<file path="src/rtl/inst_serializer.sv">
// Instruction byte-stream encoder: sends opc, then opl bytes little-endian (8 long / 5 short by opc[0]).
// Define ISER_CSUM_EN to append an XOR checksum byte to every frame.
module inst_serializer #(
  parameter int LONG_BYTES  = 8,
  parameter int SHORT_BYTES = 5
) (
  input  logic        clk,
  input  logic        rst,
  input  logic        in_valid,
  output logic        in_ready,
  input  logic [7:0]  opc,
  input  logic [63:0] opl,
  output logic        out_valid,
  input  logic        out_ready,
  output logic [7:0]  out_data,
  output logic        out_last,
  output logic        busy
);

`ifdef ISER_CSUM_EN
  typedef enum logic [1:0] {IDLE = 2'd0, OPC = 2'd1, OPL = 2'd2, CSUM = 2'd3} state_t;
`else
  typedef enum logic [1:0] {IDLE = 2'd0, OPC = 2'd1, OPL = 2'd2} state_t;
`endif

  localparam logic [2:0] LONG_LAST  = 3'(LONG_BYTES - 1);
  localparam logic [2:0] SHORT_LAST = 3'(SHORT_BYTES - 1);

  state_t      state_r;
  state_t      state_next_s;
  logic [2:0]  idx_r;
  logic [2:0]  idx_next_s;
  logic [7:0]  opc_r;
  logic [63:0] opl_r;
  logic [7:0]  opl_byte_s;
  logic [2:0]  last_idx_s;
  logic        op_last_s;
  logic        accept_s;
  logic        xfer_s;
`ifdef ISER_CSUM_EN
  logic [7:0]  csum_r;
`endif

  assign opl_byte_s = opl_r[{idx_r, 3'b000} +: 8];
  assign last_idx_s = opc_r[0] ? SHORT_LAST : LONG_LAST;
  assign op_last_s  = (idx_r == last_idx_s);
  assign xfer_s     = out_valid & out_ready;
  // The next instruction may be taken in the same cycle the previous frame's last byte leaves.
  assign in_ready   = (state_r == IDLE) | (xfer_s & out_last);
  assign accept_s   = in_valid & in_ready;
  assign busy       = (state_r != IDLE);

  // Output decode from registered state only, so in_ready has no path back into it.
  always_comb begin
    out_valid = 1'b0;
    out_data  = 8'h00;
    out_last  = 1'b0;
    case (state_r)
      IDLE: begin
        out_valid = 1'b0;
      end
      OPC: begin
        out_valid = 1'b1;
        out_data  = opc_r;
      end
      OPL: begin
        out_valid = 1'b1;
        out_data  = opl_byte_s;
`ifdef ISER_CSUM_EN
        out_last  = 1'b0;
`else
        out_last  = op_last_s;
`endif
      end
`ifdef ISER_CSUM_EN
      CSUM: begin
        out_valid = 1'b1;
        out_data  = csum_r;
        out_last  = 1'b1;
      end
`endif
      default: begin
        out_valid = 1'b0;
      end
    endcase
  end

  // Next-state and byte-index logic.
  always_comb begin
    state_next_s = state_r;
    idx_next_s   = idx_r;
    case (state_r)
      IDLE: begin
        if (accept_s) begin
          state_next_s = OPC;
        end else begin
          state_next_s = IDLE;
        end
      end
      OPC: begin
        if (out_ready) begin
          state_next_s = OPL;
          idx_next_s   = 3'd0;
        end else begin
          state_next_s = OPC;
        end
      end
      OPL: begin
        if (out_ready) begin
          if (op_last_s) begin
            idx_next_s = 3'd0;
`ifdef ISER_CSUM_EN
            state_next_s = CSUM;
`else
            state_next_s = accept_s ? OPC : IDLE;
`endif
          end else begin
            idx_next_s = idx_r + 3'd1;
          end
        end else begin
          state_next_s = OPL;
        end
      end
`ifdef ISER_CSUM_EN
      CSUM: begin
        if (out_ready) begin
          state_next_s = accept_s ? OPC : IDLE;
        end else begin
          state_next_s = CSUM;
        end
      end
`endif
      default: begin
        state_next_s = IDLE;
        idx_next_s   = 3'd0;
      end
    endcase
  end

  // State, index and holding registers.
  always_ff @(posedge clk or posedge rst) begin
    if (rst) begin
      state_r <= IDLE;
      idx_r   <= 3'd0;
      opc_r   <= 8'h00;
      opl_r   <= 64'h0;
    end else begin
      state_r <= state_next_s;
      idx_r   <= idx_next_s;
      if (accept_s) begin
        opc_r <= opc;
        opl_r <= opl;
      end
    end
  end

`ifdef ISER_CSUM_EN
  // Running XOR of opc and every operand byte actually sent.
  always_ff @(posedge clk or posedge rst) begin
    if (rst) begin
      csum_r <= 8'h00;
    end else if (accept_s) begin
      csum_r <= opc;
    end else if ((state_r == OPL) && xfer_s) begin
      csum_r <= csum_r ^ opl_byte_s;
    end
  end
`endif

endmodule

</file>
<file path="config.mk">
export PLATFORM = sky130hd
export DESIGN_NAME = inst_serializer
export DESIGN_NICKNAME = d
export VERILOG_FILES = /design/src/rtl/inst_serializer.sv
export SDC_FILE = /design/constraint.sdc
export NUM_CORES = 1
export LEC_CHECK = 0
export CAP_MARGIN = 10
export CORE_MARGIN = 1.5
export CORE_UTILIZATION = 55
export CTS_CLUSTER_DIAMETER = 200
export DETAILED_ROUTE_END_ITERATION = 8
export PLACE_DENSITY = 0.86
export SYNTH_ARGS = -nofsm -noshare
export SYNTH_HDL_FRONTEND = slang
export SYNTH_SLANG_ARGS = --single-unit
</file>
<file path="constraint.sdc">
create_clock -name clk -period 6.65 [get_ports clk]
set_input_delay 1.33 -clock clk [delete_from_list [all_inputs] [get_ports clk]]
set_output_delay 1.33 -clock clk [all_outputs]
set_load 0.03 [all_outputs]
</file>
==> results.md <==
* Outcome: completed
* Clk buf depth at 2
* CP max stage cell: dfrtp_1
* Setup TNS at 0 ns
* Final Critical Period at between 4 and 5 ns
* HPWL Detailed at about 6000 um
* Period utilisation layout at 0.6688
* Total grt overflow at 0
* Filler cell count in the final layout at 518
* Mapped Nets at approximately 360
* H-tree levels at 3
* Via density at between 5 and 6
* DRT iter0 DRCs at 225
* Worst-path maximum fanout at 20
* Residual DRC count at 0
* Syn Area/Cell at around 15 um2
* Synth Cell Area at 4075 um2
* Worst slew pin tran at 1.184 ns
* Routed len/inst at 18.52 um
* CP arrival at between 3 and 4 ns
* Maximum clock frequency at roughly 220 MHz
* Worst Hold Class: reg2reg
* Max-slew headroom at 0.2109
* Core ar. at just over 7000 um2
* CTS tree: built
* Post-CTS Setup Inserts at 0
* Post-Route WL at 8538 um
* Startpoint types: flop
* Slew Viols, Final at 0
* CP Data Required Time at approximately 5.3 ns
* Yosys cell types at 36
* Commonest cells after routing, fill and taps aside: 87 x clkdlybuf4s50_1, 77 x dfrtp_1, 69 x mux2_4
* Worst-path cell chain: buf_4, mux2i_1, a21oi_1, o211ai_1, a21boi_0, clkdlybuf4s50_1
* Area of the die at roughly 7900 um2
* # rows at 31
* Non-Filler Instances at ~460
* Most common cell after layout, fill and taps aside: clkdlybuf4s50_1
* CTS resizes at 0
* Pin count of the biggest net entering global routing at between 70 and 80
* Leak pwr at approximately 2.3 nW
* Worst Skew at just over 0.007 ns
* Number of iterations in the first detailed-routing pass at 4
* Layout cell share with drive strength beyond 1 at 0.2928
* Total number of vias at 2539
* Area occupied by multi-input gates at between 1500 and 2000 um2
* Die H at about 89 um
* Worst vdd ir at approximately 0.16 mV
* FF+latch count, synth at 77
* CTS Buf Count at 9
* Diode count at 0
* Tot GR Track Use at 0.2385
* Root Driver: clkbuf_8
* Final Setup Violations at 0
* Pwr Density at ~440 nW/um2
* Clk_lat worst skew at between 0.3 and 0.4 ns
* Final hold viol count at 0
* Synth warn at 0
* Routability cong. at roughly 0.80
* Nature of the critical path endpoint: output port
* Synth Instances at 275
* Crit Path Category: reg2out
* First-pass GRT wire length at 13740 um
* Hold Slack at just over 0.5 ns
* Max cap viols at 0
* Initial Util at 0.5649
* Unrepaired setup endpoints after global routing: false
* Initial antenna violation count at 0
* I/O Pins at between 80 and 90
* I/O Buffers at slightly below 90
* Clock slew seen by the registers of the worst setup and hold paths at about 0.070 ns
* Register area share after synthesis at 0.4728
* Layout area overhead at 25.45%
* Layout Nets at 439
* Crit path largest cell delay at 1.00 ns
* Clk sinks at 77
* Count of hold-fix buffers inserted at cts at 0
* Die width at ~90 um
* Sequential cell area at between 1500 and 2000 um2
* Placed cell count at roughly 450
* Antenna Violating Nets Remaining at 0
* Vias in the first global route at 2658
==> Yosys cell counts <==
library cell | count | area share
a21oi_4 | 1 | 0.0040
o2bb2ai_1 | 1 | 0.0021
nor3_1 | 1 | 0.0012
a21boi_0 | 7 | 0.013
mux2_2 | 3 | 0.0083
a22oi_1 | 1 | 0.0018
buf_4 | 1 | 0.0018
o221ai_1 | 1 | 0.0021
ha_1 | 5 | 0.015
nor2_1 | 5 | 0.0046
dfrtp_1 | 77 | 0.47
nand3_1 | 9 | 0.011
buf_6 | 1 | 0.0028
nor2_8 | 1 | 0.0049
a32oi_1 | 1 | 0.0021
nor2b_1 | 1 | 0.0015
nand4_1 | 2 | 0.0031
or3_1 | 1 | 0.0015
nand4bb_4 | 1 | 0.0068
and2_1 | 1 | 0.0015
nand4b_2 | 1 | 0.0037
nand2_1 | 11 | 0.010
mux4_2 | 9 | 0.050
o31ai_1 | 1 | 0.0018
mux2_4 | 69 | 0.25
buf_2 | 5 | 0.0061
a21oi_1 | 10 | 0.012
a31o_2 | 1 | 0.0021
o21ai_0 | 4 | 0.0049
clkbuf_1 | 5 | 0.0046
a21o_1 | 1 | 0.0018
o211ai_1 | 7 | 0.013
inv_1 | 7 | 0.0064
o311ai_2 | 1 | 0.0040
buf_8 | 7 | 0.026
mux2i_1 | 15 | 0.037
==> final cells by class <==
type	count	area share
clock buffer	10	0.02496
tap	99	0.02423
sequential	77	0.3769
clock inverter	5	0.01028
multi-input combinational	172	0.3823
inverter	7	0.005140
timing repair buffer	91	0.1762
==> stage by stage <==
step	instance area (um2)	util	worst slack [ns]	total power, mW
floorplan	4075	-	3.353	1.660
global placement	4932	0.6837	2.499	1.849
detailed placement	4932	0.6837	2.494	1.892
CTS	5112	0.7086	2.188	2.237
global route	5112	0.7086	1.949	2.355
finish	5112	0.7086	2.203	2.230
==> critical path: cells and delay by family, from the launching register on <==
family | cells | cell delay, ns
AO/OA/AOI/OAI | 3 | 0.56
buffers and inverters | 2 | 1.09
multiplexers | 1 | 0.12
flip-flops | 1 | 1.00
==> logic make-up after synthesis <==
logic type               Yosys count  share of synthesized area
AO/OA/AOI/OAI                     37                    0.06510
adder cells (fa/ha/maj)            5                    0.01535
buffers and inverters             26                    0.04759
flip-flops                        77                     0.4728
multiplexers                      96                     0.3491
AND/OR/NAND/NOR                   34                    0.05005
==> final timing paths <==
path | to | start | cells past startpoint | slack (ns)
worst max-delay path | out_data[5] | idx_r[0] | 6 | 2.20
worst min-delay path | opl_r[2] | opl_r[2] | 1 | 0.51
worst min register to register | opl_r[2] | opl_r[2] | 1 | 0.51
max in group asynchronous | opl_r[52] | rst | 3 | 4.44
min in group asynchronous | opl_r[40] | rst | 3 | 1.59
worst max register to register | opl_r[62] | idx_r[0] | 5 | 3.30
==> power by group <==
group / total [mW] / internal [mW] / switching (mW) / leakage (nW)
registers: 0.874 / 0.703 / 0.172 / 0.912
logic: 1.02 / 0.621 / 0.395 / 1.28
clock network: 0.339 / 0.169 / 0.169 / 0.0919
total: 2.23 / 1.49 / 0.736 / 2.28
==> sequential cells by signal (all words and copies together) (netlist names) <==
signal / cells
idx_r: 3
state_r: 2
opl_r: 64
opc_r: 8
==> metal layers <==
metal,vias up,track usage,share of wire
met5,-,0,0
met3,11,0.04155,0.045
met4,0,0.1021,0.016
li1,1164,-,-
met1,1278,0.3388,0.47
met2,86,0.3650,0.47
(Power assumes the default switching activity.)
